**src/rtl/rotor_stepper_if.sv**
```systemverilog
`default_nettype none
// ============================================================================
//  Module      : rotor_stepper_if
//  Description : Keyboard handshake, start-position load and rotor-chain
//                drive signals for the rotor_stepper sequencing controller.
//  Revision    : 1.0  initial release
// ============================================================================
interface rotor_stepper_if;
   // keyboard side
   logic        key_valid;
   logic        key_ready;
   logic [25:0] in_letter;
   // start-position load
   logic        set;
   logic [4:0]  set_l;
   logic [4:0]  set_m;
   logic [4:0]  set_r;
   // rotor chain side
   logic [4:0]  pos_l;
   logic [4:0]  pos_m;
   logic [4:0]  pos_r;
   logic [25:0] letter;
   logic        out_valid;
   // status
   logic        busy;
   logic [15:0] key_count;

   // Driver of keys and start positions (keyboard / test environment)
   modport master (
      output key_valid, in_letter, set, set_l, set_m, set_r,
      input  key_ready, pos_l, pos_m, pos_r, letter, out_valid, busy, key_count
   );

   // The stepping controller itself
   modport slave (
      input  key_valid, in_letter, set, set_l, set_m, set_r,
      output key_ready, pos_l, pos_m, pos_r, letter, out_valid, busy, key_count
   );
endinterface
`default_nettype wire

```
**src/rtl/rotor_stepper.sv**
```systemverilog
`default_nettype none
// ============================================================================
//  Module      : rotor_stepper
//  Description : Three-rotor Enigma stepping controller. Accepts one letter
//                per handshake, advances right/middle/left rotors with
//                ring-notch stepping (including the middle-rotor double
//                step), then holds letter and positions stable while the
//                combinational rotor/reflector chain settles and pulses
//                out_valid for one cycle.
//  Revision    : 1.0  initial release
// ============================================================================
module rotor_stepper #(
   parameter int unsigned NOTCH_R = 16,  // right-rotor turnover (Q)
   parameter int unsigned NOTCH_M = 4,   // middle-rotor turnover (E)
   parameter int unsigned NOTCH_L = 21   // left-rotor turnover (V), no fourth rotor to step
) (
   input  wire logic       clock,
   input  wire logic       resetn,
   rotor_stepper_if.slave  bus
);

   localparam logic [4:0] c_notch_r = 5'(NOTCH_R);
   localparam logic [4:0] c_notch_m = 5'(NOTCH_M);
   localparam logic [4:0] c_last    = 5'd25;

   // Notch positions outside 0..25 could never be reached by a rotor
   if (NOTCH_R > 25 || NOTCH_M > 25 || NOTCH_L > 25) begin : g_notch_check
      $error("rotor_stepper: notch parameters must lie in 0..25");
   end

   typedef enum logic [1:0] {
      S_IDLE   = 2'd0,
      S_STEP   = 2'd1,
      S_SETTLE = 2'd2,
      S_DONE   = 2'd3
   } state_t;

   state_t      state_q, state_d;
   logic [4:0]  pos_l_q, pos_l_d;
   logic [4:0]  pos_m_q, pos_m_d;
   logic [4:0]  pos_r_q, pos_r_d;
   logic [25:0] letter_q, letter_d;
   logic [15:0] count_q, count_d;

   logic        w_idle;
   logic        w_accept;
   logic        w_load;
   logic        w_step_m;
   logic        w_step_l;

   // Reduce a 5-bit start value into 0..25; 26..31 fold onto 0..5
   function automatic logic [4:0] mod26(input logic [4:0] v);
      return (v >= 5'd26) ? (v - 5'd26) : v;
   endfunction

   // Advance a rotor by one position with 25 -> 0 wrap
   function automatic logic [4:0] inc26(input logic [4:0] v);
      return (v == c_last) ? 5'd0 : (v + 5'd1);
   endfunction

   // set wins over a simultaneous key; neither is honoured outside IDLE
   assign w_idle   = (state_q == S_IDLE);
   assign w_load   = w_idle && bus.set;
   assign w_accept = w_idle && !bus.set && bus.key_valid;

   // Middle rotor moves when the right rotor sits on its notch, or when it
   // sits on its own notch (the double step); the left rotor follows the
   // middle rotor's notch. All decisions use pre-step positions.
   assign w_step_m = (pos_r_q == c_notch_r) || (pos_m_q == c_notch_m);
   assign w_step_l = (pos_m_q == c_notch_m);

   // State register
   always_ff @(posedge clock or negedge resetn) begin
      if (!resetn) begin
         state_q <= S_IDLE;
      end else begin
         state_q <= state_d;
      end
   end

   // Fixed three-cycle sequence once a key is accepted
   always_comb begin
      state_d = state_q;
      case (state_q)
         S_IDLE:   if (w_accept) state_d = S_STEP;
         S_STEP:   state_d = S_SETTLE;
         S_SETTLE: state_d = S_DONE;
         S_DONE:   state_d = S_IDLE;
         default:  state_d = S_IDLE;
      endcase
   end

   // Datapath next values: load in IDLE, step in STEP, hold elsewhere
   always_comb begin
      pos_l_d  = pos_l_q;
      pos_m_d  = pos_m_q;
      pos_r_d  = pos_r_q;
      letter_d = letter_q;
      count_d  = count_q;
      if (w_load) begin
         pos_l_d = mod26(bus.set_l);
         pos_m_d = mod26(bus.set_m);
         pos_r_d = mod26(bus.set_r);
         count_d = 16'd0;
      end else if (w_accept) begin
         // latched unchecked: a non-one-hot value reaches the chain as-is
         letter_d = bus.in_letter;
      end else if (state_q == S_STEP) begin
         pos_r_d = inc26(pos_r_q);
         if (w_step_m) pos_m_d = inc26(pos_m_q);
         if (w_step_l) pos_l_d = inc26(pos_l_q);
         count_d = count_q + 16'd1;
      end
   end

   // Datapath registers
   always_ff @(posedge clock or negedge resetn) begin
      if (!resetn) begin
         pos_l_q  <= 5'd0;
         pos_m_q  <= 5'd0;
         pos_r_q  <= 5'd0;
         letter_q <= 26'd0;
         count_q  <= 16'd0;
      end else begin
         pos_l_q  <= pos_l_d;
         pos_m_q  <= pos_m_d;
         pos_r_q  <= pos_r_d;
         letter_q <= letter_d;
         count_q  <= count_d;
      end
   end

   assign bus.key_ready = w_idle && !bus.set;
   assign bus.busy      = !w_idle;
   assign bus.out_valid = (state_q == S_DONE);
   assign bus.pos_l     = pos_l_q;
   assign bus.pos_m     = pos_m_q;
   assign bus.pos_r     = pos_r_q;
   assign bus.letter    = letter_q;
   assign bus.key_count = count_q;

endmodule
`default_nettype wire
```
**src/flat_wrapper.sv**
```systemverilog
// flat-port wrapper written by rule: the top's interface ports become plain ports
module rotor_stepper_flat 
#(
   parameter int unsigned NOTCH_R = 16,                             
   parameter int unsigned NOTCH_M = 4,                               
   parameter int unsigned NOTCH_L = 21                                                      
)
  (clock, resetn, bus_key_valid, bus_in_letter, bus_set, bus_set_l, bus_set_m, bus_set_r, bus_key_ready, bus_pos_l, bus_pos_m, bus_pos_r, bus_letter, bus_out_valid, bus_busy, bus_key_count);
  rotor_stepper_if bus_i ();
  input  wire logic clock;
  input  wire logic resetn;
  input wire logic [$bits(bus_i.key_valid)-1:0] bus_key_valid;
  input wire logic [$bits(bus_i.in_letter)-1:0] bus_in_letter;
  input wire logic [$bits(bus_i.set)-1:0] bus_set;
  input wire logic [$bits(bus_i.set_l)-1:0] bus_set_l;
  input wire logic [$bits(bus_i.set_m)-1:0] bus_set_m;
  input wire logic [$bits(bus_i.set_r)-1:0] bus_set_r;
  output wire logic [$bits(bus_i.key_ready)-1:0] bus_key_ready;
  output wire logic [$bits(bus_i.pos_l)-1:0] bus_pos_l;
  output wire logic [$bits(bus_i.pos_m)-1:0] bus_pos_m;
  output wire logic [$bits(bus_i.pos_r)-1:0] bus_pos_r;
  output wire logic [$bits(bus_i.letter)-1:0] bus_letter;
  output wire logic [$bits(bus_i.out_valid)-1:0] bus_out_valid;
  output wire logic [$bits(bus_i.busy)-1:0] bus_busy;
  output wire logic [$bits(bus_i.key_count)-1:0] bus_key_count;
  assign bus_i.key_valid = bus_key_valid;
  assign bus_i.in_letter = bus_in_letter;
  assign bus_i.set = bus_set;
  assign bus_i.set_l = bus_set_l;
  assign bus_i.set_m = bus_set_m;
  assign bus_i.set_r = bus_set_r;
  assign bus_key_ready = bus_i.key_ready;
  assign bus_pos_l = bus_i.pos_l;
  assign bus_pos_m = bus_i.pos_m;
  assign bus_pos_r = bus_i.pos_r;
  assign bus_letter = bus_i.letter;
  assign bus_out_valid = bus_i.out_valid;
  assign bus_busy = bus_i.busy;
  assign bus_key_count = bus_i.key_count;
  rotor_stepper #(.NOTCH_R(NOTCH_R), .NOTCH_M(NOTCH_M), .NOTCH_L(NOTCH_L)) u_core (.clock(clock), .resetn(resetn), .bus(bus_i));
endmodule
```
**config.mk**
```make
export PLATFORM = sky130hd
export DESIGN_NAME = rotor_stepper_flat
export DESIGN_NICKNAME = d
export VERILOG_FILES = /design/src/rtl/rotor_stepper_if.sv /design/src/rtl/rotor_stepper.sv /design/src/flat_wrapper.sv
export SDC_FILE = /design/constraint.sdc
export NUM_CORES = 1
export LEC_CHECK = 0
export CAP_MARGIN = 30
export CORE_MARGIN = 2
export CORE_UTILIZATION = 40
export DETAILED_ROUTE_END_ITERATION = 7
export PLACE_DENSITY = 0.73
export SETUP_SLACK_MARGIN = 0.5
export SYNTH_ARGS = -nofsm -noshare
export SYNTH_HDL_FRONTEND = slang
export SYNTH_SLANG_ARGS = --single-unit
```
**constraint.sdc**
```tcl
create_clock -name clock -period 2.2 [get_ports clock]
set_input_delay 0.44 -clock clock [delete_from_list [all_inputs] [get_ports clock]]
set_output_delay 0.44 -clock clock [all_outputs]
set_load 0.02 [all_outputs]
```
==> metrics.md <==
| Metric | Value |
|---|---|
| Run status | `finished, final reports clean` |
| Die area | `8792 um^2` |
| Register area | `1480 um^2` |
| TritonRoute pass-1 iters | `5` |
| RSZ-0062 raised after global routing | `true` |
| Max Buffers Root-to-Sink | `2` |
| IO Pins | `roughly 110` |
| Post-synthesis sequential area ratio | `0.4581` |
| Clock transition at path regs | `60 ps` |
| Post-synth top area cell | `dfrtp_1` |
| Num rows | `32` |
| GRT overflow | `0` |
| H-tree depth | `3` |
| Starting Density | `0.4149` |
| Mapped cell area | `3223 um^2` |
| Final Skew | `4.609 ps` |
| Final setup vio count | `0` |
| First-pass GRT wire length | `roughly 14,000 um` |
| Final Max Slew Viols | `0` |
| CTS Sinks | `59` |
| Cell Pwr Density | `1197 nW/um^2` |
| Synth top area share | `0.4581` |
| Critical path class | `flop to primary output` |
| Die Span X | `93.77 um` |
| Layout cells sized above 1 | `0.2607` |
| Total power | `~6300 uW` |
| Total CTS buffers | `9` |
| Most common cell after layout, fill and taps aside | `dlygate4sd2_1` |
| Post-synth EDFFs | `0` |
| DRC viols | `0` |
| Synth Instances | `309` |
| Layout Nets | `526` |
| Setup tns final | `0 ps` |
| Post-synth ARST share | `1.000` |
| Tot GR Track Use | `0.2022` |
| Multi-input gate area | `between 1500 and 2000 um^2` |
| Fin crit share | `0.8255` |
| Area growth from synthesis to layout | `62.89%` |
| Top fanout value on the critical path | `7` |
| Most frequent cells in the layout | `dlygate4sd2_1, dfrtp_1, clkdlybuf4s50_1, buf_4, inv_1` |
| DR vias | `just over 3,000` |
| Syn nets | `371` |
| Top FF cell, synth | `dfrtp_1` |
| Mean post-synth cell area | `10.43 um^2` |
| Max Freq | `0.5506 GHz` |
| DPL Wire Length | `5808 um` |
| Initial antenna violation count | `0` |
| Max Cap Viol | `0` |
| Final WL | `9392 um` |
| Pleak | `0.002444 uW` |
| Tmin final | `1816 ps` |
| Buffers on Ports | `104` |
| GP Congestion | `0.8362` |
| Die height | `between 90 and 100 um` |
| Startpoint Class | `flop` |
| Largest net degree at the start of global routing | `38` |
| Wirelength per Cell | `16.45 um` |
| Drt initial violations | `approximately 180` |
| CTS tree | `done` |
| Vias per cell | `5.434` |
| # hold bufs at CTS | `0` |
| Worst-Skew Late Latency | `340 ps` |
| CTS root buffer | `clkbuf_8` |
| Seq cells post-synth | `59` |
| Crit path required time | `1760 ps` |
| Yosys warning count | `0` |
| Vias in the first global route | `3,018` |
| Distinct cell type count of the synthesized netlist | `50` |
| Final ANT Viol Nets | `0` |
| Max IR drop VDD | `0.6926 mV` |
| CP arrival | `1380 ps` |
| Hold Path Class | `input pin to asynchronous set/reset pin` |
| Worst slew margin | `0.6160` |
| Worst slew pin tran | `just under 600 ps` |
| Critical path endpoint category | `primary output` |
| Filler cells | `606` |
| Final Hold Viols | `0` |
| Core region area | `7767 um^2` |
| Synth area leaders | `dfrtp_1, ha_1, mux2_2, mux2_1, nand3_1` |
[per-stage QoR]
| step | instances | area [um^2] | hold slack (ps) | setup slack (ps) | util |
|---|---|---|---|---|---|
| floorplan | 309 | 3231 | 144.4 | 395.8 | - |
| global placement | 515 | 4452 | 461.3 | 57.54 | 0.5731 |
| detailed placement | 515 | 4452 | 461.6 | 17.77 | 0.5731 |
| CTS | 556 | 4880 | 96.64 | 352.3 | 0.6282 |
| global route | 570 | 5248 | 124.2 | 318.1 | 0.6756 |
| finish | 571 | 5250 | 91.78 | 383.8 | 0.6759 |
[logic make-up after synthesis]
logic type	Yosys count	synth area share
AND/OR/NAND/NOR	93	0.1530
AO/OA/AOI/OAI	71	0.1615
flip-flops	59	0.4581
buffers and inverters	33	0.04348
multiplexers	26	0.09084
adder cells (fa/ha/maj)	17	0.06599
XOR/XNOR	10	0.02718
[state kept, by name, summed over array words and instances, names as in the netlist]
signal,cells
u_core.bus.letter,26
u_core.state_q,2
u_core.bus.pos_r,5
u_core.bus.key_count,16
u_core.bus.pos_l,5
u_core.bus.pos_m,5
[cell type report]
cell class,count,share of cell area
Antenna cell,1,0.0004766
Clock buffer,14,0.03479
Clock inverter,1,0.005720
Inverter,22,0.01573
Multi-Input combinational cell,217,0.3522
Sequential cell,59,0.2819
Tap cell,102,0.02431
Timing Repair Buffer,155,0.2848
[power by group]
group | switching [uW] | leakage, uW | internal [uW]
Clock | 407 | 0.000109 | 641
Combinational | 1780 | 0.00161 | 1570
Sequential | 366 | 0.000729 | 1510
Total | 2560 | 0.00244 | 3730
[Yosys cell counts (5+ instances only)]
cell and number:
dfrtp_1 59, inv_1 22, nand3_1 20, nand2_1 18, ha_1 17, nor2_1 16, mux2_2 14, o21ai_0 13
a21oi_1 12, mux2_1 12, o211ai_1 7, xor2_1 7, a31oi_1 6, nand4_1 5, nor3_1 5, or4_1 5
[critical path: stages (launching register included)]
cell     delay [ps]
dfrtp_1         400
inv_2           120
ha_4            190
inv_1            80
nor2_1           90
buf_4           170
[path summary, 6_finish.rpt]
| check | start | end | slack [ps] | cells after the start |
|---|---|---|---|---|
| max | u_core.state_q[1] | bus_key_ready | 380 | 5 |
| min | resetn | u_core.bus.pos_l[4] | 90 | 1 |
| max reg2reg | u_core.state_q[1] | u_core.bus.key_count[12] | 400 | 8 |
| min reg2reg | u_core.bus.letter[13] | u_core.bus.letter[13] | 480 | 1 |
| max in group asynchronous | resetn | u_core.bus.key_count[2] | 1490 | 2 |
| min in group clock | u_core.bus.letter[13] | u_core.bus.letter[13] | 480 | 1 |
[repair_timing]
action	4_1_cts	5_1_grt
setup endpoints to repair	119	38
gates resized for setup	89	45
buffers inserted	25	11
pin swaps	10	18
gates cloned	1	3
[routing by layer]
metal	up-vias	wire length [um]	global-route usage
met3	22	709	0.06180
li1	1450	-	-
met5	-	0	0
met2	117	4598	0.3274
met4	0	204	0.09903
met1	1514	3879	0.2442
No activity file was read; power rests on OpenSTA's default activity.
